`config.mk`:
```
export PLATFORM = sky130hd
export DESIGN_NAME = fir_sym_ctrl
export DESIGN_NICKNAME = d
export VERILOG_FILES = /design/src/rtl/fir_sym_ctrl.sv
export SDC_FILE = /design/constraint.sdc
export NUM_CORES = 1
export LEC_CHECK = 0
export ABC_AREA = 1
export BUFFER_PORTS_ARGS = -buffer_cell sky130_fd_sc_hd__buf_4
export CAP_MARGIN = 10
export CORE_ASPECT_RATIO = 0.7
export CORE_MARGIN = 2
export CORE_UTILIZATION = 45
export CTS_CLUSTER_DIAMETER = 200
export DETAILED_ROUTE_END_ITERATION = 10
export SLEW_MARGIN = 20
export SYNTH_ARGS = -nofsm -noshare
export SYNTH_HDL_FRONTEND = slang
export SYNTH_SLANG_ARGS = --single-unit
```
`constraint.sdc`:
```
create_clock -name clk -period 2.82 [get_ports clk]
set_input_delay 0.564 -clock clk [delete_from_list [all_inputs] [get_ports clk]]
set_output_delay 0.564 -clock clk [all_outputs]
set_load 0.02 [all_outputs]
```
`src/rtl/fir_sym_ctrl.sv`:
```
// Sequencer for a folded symmetric FIR: flushes the delay line,
// writes each sample and issues tap-pair reads to the MAC datapath.
module fir_sym_ctrl #(
  parameter int TAPS     = 32,
  parameter int PIPE_LAT = 2,
  localparam int NPAIR  = (TAPS + 1) / 2,
  localparam int ADDR_W = $clog2(TAPS),
  localparam int COEF_W = (NPAIR > 1) ? $clog2(NPAIR) : 1
) (
  input  logic              clk,
  input  logic              rst,
  input  logic              in_valid,
  output logic              in_ready,
  output logic              wr_en,
  output logic              wr_zero,
  output logic [ADDR_W-1:0] wr_addr,
  output logic              rd_valid,
  output logic [ADDR_W-1:0] rd_addr_a,
  output logic [ADDR_W-1:0] rd_addr_b,
  output logic [COEF_W-1:0] coef_idx,
  output logic              mid_tap,
  output logic              acc_clr,
  output logic              out_valid
);

  localparam int CNT_W = $clog2(TAPS + PIPE_LAT + 1);

  typedef enum logic [2:0] {
    FLUSH,
    IDLE,
    MAC,
    DRAIN,
    DONE
  } state_t;

  state_t            state;
  logic [CNT_W-1:0]  cnt;
  logic [ADDR_W-1:0] head;
  logic [ADDR_W-1:0] pa;
  logic [ADDR_W-1:0] pb;

  function automatic logic [ADDR_W-1:0] inc(
    input logic [ADDR_W-1:0] x
  );
    return (x == ADDR_W'(TAPS - 1)) ? '0 : x + ADDR_W'(1);
  endfunction

  function automatic logic [ADDR_W-1:0] dec(
    input logic [ADDR_W-1:0] x
  );
    return (x == '0) ? ADDR_W'(TAPS - 1) : x - ADDR_W'(1);
  endfunction

  // State machine; each edge registers the outputs for the coming cycle
  always_ff @(posedge clk) begin
    if (rst) begin
      state     <= FLUSH;
      cnt       <= '0;
      head      <= '0;
      pa        <= '0;
      pb        <= '0;
      in_ready  <= 1'b0;
      wr_en     <= 1'b0;
      wr_zero   <= 1'b0;
      wr_addr   <= '0;
      rd_valid  <= 1'b0;
      rd_addr_a <= '0;
      rd_addr_b <= '0;
      coef_idx  <= '0;
      mid_tap   <= 1'b0;
      acc_clr   <= 1'b0;
      out_valid <= 1'b0;
    end else begin
      in_ready  <= 1'b0;
      wr_en     <= 1'b0;
      wr_zero   <= 1'b0;
      wr_addr   <= '0;
      rd_valid  <= 1'b0;
      rd_addr_a <= '0;
      rd_addr_b <= '0;
      coef_idx  <= '0;
      mid_tap   <= 1'b0;
      acc_clr   <= 1'b0;
      out_valid <= 1'b0;
      unique case (state)
        FLUSH: begin
          wr_en   <= 1'b1;
          wr_zero <= 1'b1;
          wr_addr <= ADDR_W'(cnt);
          if (cnt == CNT_W'(TAPS - 1)) begin
            cnt   <= '0;
            state <= IDLE;
          end else begin
            cnt <= cnt + CNT_W'(1);
          end
        end
        IDLE: begin
          if (in_ready && in_valid) begin
            wr_en   <= 1'b1;
            wr_addr <= head;
            pa      <= head;
            pb      <= inc(head);
            head    <= inc(head);
            cnt     <= '0;
            state   <= MAC;
          end else begin
            in_ready <= 1'b1;
          end
        end
        MAC: begin
          rd_valid  <= 1'b1;
          rd_addr_a <= pa;
          rd_addr_b <= pb;
          coef_idx  <= COEF_W'(cnt);
          acc_clr   <= (cnt == '0);
          mid_tap   <= (TAPS % 2 == 1) &&
                       (cnt == CNT_W'(NPAIR - 1));
          pa        <= dec(pa);
          pb        <= inc(pb);
          if (cnt == CNT_W'(NPAIR - 1)) begin
            cnt   <= '0;
            state <= (PIPE_LAT > 0) ? DRAIN : DONE;
          end else begin
            cnt <= cnt + CNT_W'(1);
          end
        end
        DRAIN: begin
          if (cnt == CNT_W'(PIPE_LAT - 1)) begin
            cnt   <= '0;
            state <= DONE;
          end else begin
            cnt <= cnt + CNT_W'(1);
          end
        end
        DONE: begin
          out_valid <= 1'b1;
          state     <= IDLE;
        end
        default: begin
          cnt   <= '0;
          state <= FLUSH;
        end
      endcase
    end
  end

endmodule
```
# [Yosys cells after proc, flatten, opt, wreduce, memory -nomap -nowiden]
# Cells that the tools add are included.
[op_classes] add_sub_neg=4 n_mul=0 div_mod_pow=0 n_lt_le_gt_ge=0 eq_ne=13 n_shift=0 muxes=25 n_bitwise=3 n_reduce_logical=11
[op_table] op="$mux W5" count=6
[op_table] op="$pmux W5 S2" count=3
[op_table] op="$pmux W6 S5" count=1
[op_table] op="$mux W6" count=4
[op_table] op="$pmux W3 S5" count=1
[op_table] op="$mux W3" count=4
[op_table] op="$add A5 B1 Y5 const B" count=2
[op_table] op="$eq A5 B5 Y1 const B" count=2
[op_table] op="$ne A2 B2 Y1 const B" count=4
[op_table] op="$add A6 B1 Y6 const B" count=1
[op_table] op="$eq A3 B2 Y1 const B" count=2
[op_table] op="$eq A6 B1 Y1 const B" count=1
[op_table] op="$eq A6 B4 Y1 const B" count=1
[op_table] op="$eq A6 B5 Y1 const B" count=1
[op_table] op="$logic_not A6 Y1" count=1
[op_table] op="$reduce_and A2 Y1" count=3
[op_table] op="$logic_not A5 Y1" count=1
[op_table] op="$mux W1" count=5
[op_table] op="$sub A5 B1 Y5 const B" count=1
[op_table] op="$reduce_and A4 Y1" count=1
[op_table] op="$reduce_or A2 Y1" count=2
[op_table] op="$eq A3 B1 Y1 const B" count=1
[op_table] op="$eq A3 B3 Y1 const B" count=1
[op_table] op="$logic_not A3 Y1" count=1
[op_table] op="other kinds (4)" count=6
[totals] regBits=49 latch_bits=0 mem_bits_rw=0 rom_bits=0 input_bits=3 out_inout_bits=26 word_cells=71 mem_count=0

# [Depth between registers and ports, before layout]
# Gate-level depths: netlist of the first run.
[logic_depth] word_depth=4 depth_mapped=9 mapped_depth_nobuf=9

# [Least setup slack after synthesis of the first run]
# Ideal clock, no wire load.
[synth_timing] kind="reg-to-reg" from="register cnt[0]" to="register cnt[1]" setup_ns=0.119 arrival_time_ns=1.242 required_time_ns=2.701 slack_ns=1.459 path_stages_with_launch=9 synth_period_minus_slack_ns=1.361 cell_sequence="dfxtp_1 ha_1 nand2_1 nor2_1 nand2_1 nand2_2 nand3_1 nor2_1 nor2_1"
[synth_between] elab_chain_cells=3 word_cells_on_any_way=8 cone_classes="add/sub: 1; eq/ne: 3; mux: 4"
[synth_rtl] item="start, declared" line="37" source="logic [CNT_W-1:0] cnt;"
[synth_rtl] item="start signal, assigned" line="94" source="cnt <= cnt + CNT_W'(1);"
[synth_rtl] item="start signal, assigned" line="124" source="cnt <= cnt + CNT_W'(1);"
[synth_rtl] item="start signal, assigned" line="132" source="cnt <= cnt + CNT_W'(1);"
[synth_rtl] item="$add A6 B1 Y6 (tied with other cells)" line="94, 124, 132"
[synth_rtl] item="$mux W6 (on tied branches)" line="128, 120, 90"
[synth_rtl] item="$pmux W6 S5 *" line="85" source="unique case (state)"
# Every way passes the cells marked *; elsewhere a longest branch is shown, timed or not.
# A chain may end at the register's enable or synchronous reset.

# [Worst setup path in the final report of the first run]
[layout_timing] from="register cnt[1]" to="register cnt[1]"
# The elaborated chain is that of the path after synthesis.

==> results of run 1 <==
## sequential cells by signal, indices dropped and copies added (netlist names), 4 cells and up
register	cells
cnt	6
rd_addr_a	5
head	5
wr_addr	5
pa	5
coef_idx	4
rd_addr_b	5
pb	5
## power breakdown
group	switching, mW	internal (mW)
Sequential	0.00784	0.700
Combinational	0.0421	0.0220
Clock	0.220	0.195
Total	0.270	0.917
## per-layer routing
layer | part of all wire (%) | up-vias | wire (um)
met5 | 0 | - | 0
met4 | 0.69 | 0 | 33
met3 | 9.7 | 2 | 463
met2 | 37 | 75 | 1750
met1 | 53 | 780 | 2500
li1 | - | 964 | -
## area by class of cell
type | count | area (um^2) | share of cell area [%]
sequential | 49 | 981 | 40.5
inverter | 29 | 109 | 4.50
tap | 55 | 68.8 | 2.84
clock buffer | 7 | 86.3 | 3.57
multi-input combinational | 200 | 972 | 40.2
timing repair buffer | 27 | 203 | 8.38
## how the worst max path moves through the flow
stage / startpoint / end / slack, ns / cells past startpoint
finish: cnt[1] / cnt[1] / 1.11 / 8
global route: cnt[0] / cnt[1] / 0.85 / 8
CTS: cnt[1] / cnt[1] / 1.13 / 8
detailed placement: in_valid / pa[2] / 1.03 / 6
global placement: in_valid / pa[2] / 1.10 / 6
floorplan: cnt[0] / cnt[1] / 1.46 / 8
## logic make-up (layout without fill, tap and decap cells)
group / Yosys count / count (layout)
and+or+nand+nor: 148 / 148
AOI/OAI and AO/OA: 41 / 41
other: 1 / 1
buffers and inverters: 36 / 63
xor gates and xnor gates: 2 / 2
adders and majority gates: 8 / 8
DFF: 49 / 49
## cell usage after synthesis (all sizes together)
| cell | number |
|---|---|
| nand2 | 61 |
| nor2 | 59 |
| dfxtp | 49 |
| inv | 29 |
| nand3 | 23 |
| a21oi | 21 |
| o21ai | 15 |
| ha | 8 |
| buf | 6 |
| a22oi | 2 |
| a31oi | 2 |
| nand4 | 2 |
| nor3 | 2 |
| xor2 | 2 |
| a21boi | 1 |
| clkbuf | 1 |
| conb | 1 |
| or2 | 1 |
## critical path: stages (launching register included)
cell     delay (ns)
dfxtp_1        0.42
ha_1           0.20
nand2_1        0.09
nor2_1         0.23
nand2_1        0.13
nand2_1        0.12
nand3_1        0.11
nor2_1         0.23
nor2_1         0.08
==> out/metrics.yaml, run 1 <==
route:
  routedWlPerCell_um: 12.9
  drcViolationCount: 3
  drt_iter0_markers: 154
  wirelength_mm: 4.75
  ant_nets: 0
  via_per_inst: 4.96
  num_vias: 1821
  first_pass_iters: 7
yosys:
  synthXorXnorAreaFrac_pct: 0.831
  avgSynthCellArea_um2: 7.40
  synthCells: 285
  ys_seq_elements: 49
  synth_top_family_by_area: "simple AND/OR/NAND/NOR gates"
  synth-compound-area-share_pct: 10.2
  synth.area.top_cells: "dfxtp_1, nand2_1, nor2_1"
  synth-adder-area-share_pct: 4.75
  syn-num-nets: 296
  yosys.area_share.simple_pct: 30.1
  yosys_warnings: 0
  netlist.area_leader.share_pct: 46.5
  yosysSeqAreaShare_pct: 46.5
  synth_area_um2: 2110
  yosysTopAreaCell: "dfxtp_1"
  synth_mux_area_share_pct: 0
  synthDistinctLibCells: 26
global_routing:
  antenna_found_initial: 0
  grtUsageMet3_pct: 6.03
  grt_max_degree: 21
  grt_pass1_vias: 1532
  use_met2_pct: 24.7
  use_met1_pct: 31.5
  grt.total_usage_pct: 19.8
  busiest_layer: "met1"
  grt_pass1_wl_mm: 7.82
  grt_overflow_total: 0
setup_path:
  end_kind: "flop"
  reg2reg_to: "cnt[1]"
  worstPathRequired_ns: 3.01
  worstPathArrival_ns: 1.89
  r2r-start: "cnt[1]"
  rrSetupSlack_ns: 1.11
  r2r_cells: 8
  start_kind: "flop"
  crit_fanout: 4
  crit_type: "reg2reg"
timing:
  tightest_slew_ns: 0.658
  skew_ns: 0.00675
  hold_violations: 0
  setup_violations: 0
  whs_ns: 0.472
  fin_crit_sh_pct: 60.5
  timing.final.ws_setup_ns: 1.11
  slew_viol_final: 0
  setup_tns_ns: 0
  min_period_ns: 1.71
  grt_setup_unrepaired: "false"
  slew_headroom_pct: 56.0
  max_freq_mhz: 586
clock_network:
  clock_latency_ns: 0.30
  numCtsBuffers: 5
  cts_root_buf: "clkbuf_8"
  path_clk_slew_ns: 0.08
  cts_setup_buffers: 0
  cts_buffer_depth: 2
  clock-sinks: 49
  cts_tree: "built"
  hold_buffers: 0
  cts_resized: 0
  ctsHtreeMaxLevel: 2
final_layout:
  utilization_pct: 54.6
  design_area_um2: 2420
  final_cell_mix: "nand2_1, nor2_1, dfxtp_1"
  nets: 323
  syn_to_final_growth_pct: 14.8
  num-fill-cells: 438
  diodes: 0
  drive_above_1_share_pct: 15.4
  fin_cells: 367
power_and_ir_drop:
  irDropWorstVdd_mv: 0.284
  p_leak_nw: 1.06
  p_per_area_nw_per_um2: 491
  power.total_mw: 1.19
hold_path:
  hold_path_end: "pa[0]"
  hold_path_class: "reg2reg"
  worstHoldPathCells: 2
  worstHoldStart: "pa[0]"
run_status:
  violations: "DRC"
  outcome: "complete, but fails checks"
die:
  die_height_um: 61.3
  die_w_um: 85.8
  design.die.area_um2: 5260
  rows: 20
  ioPinCount: 29
  core_area_um2: 4430
  initial_utilization_pct: 47.6
placed_design:
  dpl-instance-area_um2: 2330
  place.gp.congestion: 0.860
  dp.cells: 360
  portBuffers: 27
  dpl.hpwl_mm: 3.37
  pre_cts_slack_ns: 1.03
flow_run:
  maxCapViolCount: 0
(Power assumes the default switching activity.)
==> run 2, diff against run 1 <==
- clock period: 2.82 -> 1.75 ns (I/O delays scaled with it)
==> run 2 against run 1 <==
Compared with the run above:
- the flow still finishes with violations (DRC)
- wire length is 1.9% lower
- hold slack worse by 0.073 ns
- clock power is 60% higher
- design area is 0.72% higher
- sequential share of layout area is 0.29 points lower
- global-route usage is 0.21 points lower
- die area stayed put
==> out/metrics.yaml, run 2 (same netlist as run 1, synthesis figures left out) <==
flow_run:
  maxCapViolCount: 0
route:
  first_pass_iters: 8
  num_vias: 1826
  drt_iter0_markers: 124
  wirelength_mm: 4.66
  routedWlPerCell_um: 12.6
  via_per_inst: 4.95
  drcViolationCount: 3
  ant_nets: 0
clock_network:
  cts_root_buf: "clkbuf_8"
  ctsHtreeMaxLevel: 2
  cts_setup_buffers: 0
  numCtsBuffers: 5
  cts_buffer_depth: 2
  path_clk_slew_ns: 0.08
  cts_tree: "built"
  clock_latency_ns: 0.30
  clock-sinks: 49
final_layout:
  mostFrequentLayoutCell: "nand2_1"
  design_area_um2: 2440
  nets: 325
  syn_to_final_growth_pct: 15.6
  multi_input_area_um2: 975
  largest_reg_flops: 6
  largest_register: "cnt"
  utilization_pct: 55.0
  seqCellArea_um2: 981
  num-fill-cells: 432
  drive_above_1_share_pct: 16.2
  diodes: 0
  final_cell_mix: "nand2_1, nor2_1, dfxtp_1"
setup_path:
  crit_path_cell_trace: "ha_1 > nand2_1 > nor2_2 > nand2_1 > nand2_2 > nand3_1 > nor2_1 > nor2_1"
  r2r_cells: 8
  end_kind: "flop"
  crit_family: "simple AND/OR/NAND/NOR gates"
  rrSetupSlack_ns: 0.18
  worstPathRequired_ns: 1.94
  start_kind: "flop"
  cp_num_buf_inv: 0
  r2r-start: "cnt[0]"
  cp_slowest_stage_delay_ns: 0.41
  crit_slowest_cell: "dfxtp_1"
  worstPathArrival_ns: 1.76
  reg2reg_to: "cnt[3]"
  crit_type: "reg2reg"
  crit_fanout: 5
global_routing:
  grt_pass1_vias: 1601
  grt_max_degree: 21
  antenna_found_initial: 0
  grt.total_usage_pct: 19.6
  grt_overflow_total: 0
  grt_pass1_wl_mm: 7.89
timing:
  fin_crit_sh_pct: 89.8
  max_freq_mhz: 636
  slew_viol_final: 0
  skew_ns: 0.00574
  hold_violations: 0
  setup_violations: 0
  tightest_slew_ns: 0.500
  min_period_ns: 1.57
  slew_headroom_pct: 66.6
hold_path:
  worstHoldPathCells: 2
  worstHoldStart: "rst"
  hold_path_class: "in2reg"
  hold_path_end: "head[1]"
run_status:
  outcome: "complete, but fails checks"
  violations: "DRC"
placed_design:
  dpl.hpwl_mm: 3.33
  portBuffers: 27
  place.gp.congestion: 0.860
  dpl-instance-area_um2: 2350
die:
  die_w_um: 85.8
  core_area_um2: 4430
  ioPinCount: 29
  die_height_um: 61.3
  design.die.area_um2: 5260
  rows: 20
  initial_utilization_pct: 47.6
power_and_ir_drop:
  irDropWorstVdd_mv: 0.369
  p_per_area_nw_per_um2: 783
  p_leak_nw: 1.07
run 2: area by class of cell:
type	instances	share of cell area, %
clock buffer	7	3.54
inverter	29	4.47
multi-input combinational	200	40.0
sequential	49	40.2
tap	55	2.82
timing repair buffer	29	8.93
run 2: repair_timing:
item,CTS,global route
endpoints found under the setup margin,0,4
hold buffers,0,0
gates resized for setup,0,1
run 2: worst max path at each step:
stage	from	end	cells after the start
after floorplan	cnt[0]	cnt[1]	8
after global placement	cnt[0]	cnt[3]	8
after detailed placement	cnt[0]	cnt[1]	8
after CTS	cnt[0]	cnt[3]	8
after global routing	cnt[0]	cnt[3]	8
final	cnt[0]	cnt[3]	8
run 2: metal layers:
| layer | vias up | wire length (um) | GRT usage, % | part of all wire, % |
|---|---|---|---|---|
| li1 | 964 | - | - | - |
| met1 | 823 | 2670 | 29.7 | 57 |
| met2 | 31 | 1780 | 27.6 | 38 |
| met3 | 8 | 156 | 4.16 | 3.3 |
| met4 | 0 | 60 | 6.80 | 1.3 |
| met5 | - | 0 | 0 | 0 |
run 2: report_power, final:
group	switching [mW]	internal [mW]	leakage [nW]
Combinational	0.0697	0.0353	0.628
Clock	0.350	0.314	0.0443
Sequential	0.0118	1.13	0.396
Total	0.431	1.48	1.07
run 2: through the flow:
step,hold WS [ns],setup WS (ns),TNS (ns),total power [mW],cells
2_1_floorplan,0.422,0.389,0,1.24,285
3_3_place_gp,0.445,0.240,0,1.27,362
3_5_place_dp,0.447,0.176,0,1.27,362
4_1_cts,0.393,0.152,0,1.93,369
5_1_grt,0.401,-0.00375,-0.00375,2.00,369
6_report,0.398,0.178,0,1.91,369
run 2: worst reg2reg max path, stage by stage, from the launching register on:
cell	delay (ns)
dfxtp_1	0.41
ha_1	0.20
nand2_1	0.09
nor2_2	0.16
nand2_1	0.10
nand2_2	0.11
nand3_1	0.11
nor2_1	0.21
nor2_1	0.08
==> run 3, diff against run 2 <==
- CORE_ASPECT_RATIO: 0.7 -> unset
==> run 3 against run 2 <==
Compared with the run above:
- the flow now finishes without violations
- cell count shrank 0.27%
- clock power rose by 9.6%
- combinational power is essentially flat
- count of clock-buffer cells in the layout did not move
- critical path type unchanged
- largest cell class unchanged
==> out/metrics.yaml, run 3 (same netlist as run 1, synthesis figures left out) <==
die:
  rows: 24
  initial_utilization_pct: 47.4
  die_w_um: 72.4
  ioPinCount: 29
  core_area_um2: 4440
  design.die.area_um2: 5250
  die_height_um: 72.4
route:
  routedWlPerCell_um: 12.3
  ant_nets: 0
  wl_met3_um: 199
  wl_met2_mm: 1.92
  first_pass_iters: 4
  drcViolationCount: 0
  drt_iter0_markers: 181
  num_vias: 1798
  via_per_inst: 4.89
  wl_met1_mm: 2.34
  wirelength_mm: 4.54
  highest_layer: "met4"
final_layout:
  utilization_pct: 55.3
  diodes: 0
  syn_to_final_growth_pct: 16.6
  num-fill-cells: 445
  largest_register: "cnt"
  design_area_um2: 2460
  drive_above_1_share_pct: 17.4
  nets: 326
  final_cell_mix: "nand2_1, nor2_1, dfxtp_1"
  largest_reg_flops: 6
  mostFrequentLayoutCell: "nand2_1"
placed_design:
  portBuffers: 27
  pre_cts_slack_ns: 0.198
  dpl.hpwl_mm: 3.29
  dpl-instance-area_um2: 2350
  place.gp.congestion: 0.904
clock_network:
  cts_buffer_depth: 2
  path_clk_slew_ns: 0.09
  cts_setup_buffers: 0
  cts_root_buf: "clkbuf_8"
  clock-sinks: 49
  numCtsBuffers: 5
  clock_latency_ns: 0.31
  hold_buffers: 0
  ctsHtreeMaxLevel: 2
  cts_resized: 0
  cts_tree: "built"
power_and_ir_drop:
  pwr-share-comb_pct: 5.3
  p_per_area_nw_per_um2: 803
  switching_share_pct: 22.9
  p_sw_mw: 0.451
  power_frac_seq_pct: 57.8
  power.internal_mw: 1.52
  pwr-share-clk_pct: 36.9
  irDropWorstVdd_mv: 0.354
  p_leak_nw: 1.08
timing:
  fin_crit_sh_pct: 85.8
  setup_tns_ns: 0
  max_freq_mhz: 666
  grt_setup_unrepaired: "false"
  setup_violations: 0
  hold_violations: 0
  slew_viol_final: 0
  skew_ns: 0.00803
  min_period_ns: 1.50
  timing.final.ws_setup_ns: 0.248
hold_path:
  worstHoldPathCells: 2
  worstHoldStart: "rst"
  hold_path_class: "in2reg"
setup_path:
  crit_path_cell_trace: "ha_1 > nand2_1 > nor2_2 > nand2_1 > nand2_1 > nand3_1 > nor2_1 > nor2_1"
  crit_fanout: 5
  crit_top_cell: "nand2_1"
  startpoint: "cnt[0]"
  worstPathRequired_ns: 1.95
  crit_slowest_cell: "dfxtp_1"
  crit_type: "reg2reg"
  start_kind: "flop"
  r2r-start: "cnt[0]"
  end_kind: "flop"
  worstPathArrival_ns: 1.71
  r2r_cells: 8
  cp_slowest_stage_delay_ns: 0.41
global_routing:
  antenna_found_initial: 0
  grt_pass1_wl_mm: 7.78
  grt_overflow_total: 0
  grt_max_degree: 21
  grt.total_usage_pct: 19.4
  grt_pass1_vias: 1710
run_status:
  outcome: "finished, final reports clean"
flow_run:
  maxCapViolCount: 0
-- run 3: power groups by stage --
stage	registers [mW]	logic, mW	clock network, mW
after floorplan	1.17	0.0641	0
after global placement	1.17	0.104	0
after detailed placement	1.17	0.104	0
after CTS	1.14	0.105	0.749
after global routing	1.14	0.119	0.779
final	1.14	0.105	0.728
-- run 3: layout make-up --
class	count	area, um^2	area share, %
clock buffers	7	96.3	3.92
clock inverters	1	5.00	0.204
inverters	29	109	4.43
multi-input cells	200	975	39.7
flip-flops and latches	49	982	40.0
well taps	52	65.1	2.65
repair buffers	30	225	9.16
-- run 3: worst paths after layout --
| kind | to | slack (ns) |
|---|---|---|
| min reg2reg | rd_addr_b[4] | 0.46 |
| max reg2reg | cnt[1] | 0.25 |
| max | cnt[1] | 0.25 |
| min | head[1] | 0.37 |
-- run 3: metal layers --
layer | vias up | track usage [%]
met5 | - | 0
met4 | 0 | 8.64
met3 | 7 | 4.72
met2 | 34 | 29.0
met1 | 787 | 26.5
li1 | 970 | -
-- run 3: through the flow --
step                power (mW)  cells  hold slack, ns
global route              2.04    368           0.385
global placement          1.27    360           0.449
finish                    1.97    368           0.373
CTS                       1.99    368           0.373
floorplan                 1.24    285           0.422
detailed placement        1.27    360           0.451
-- run 3: critical path: cells and delay by family, from the launching register on --
family | cells | cell delay (ns)
fa+ha+maj | 1 | 0.19
flops | 1 | 0.41
simple gates | 7 | 0.79
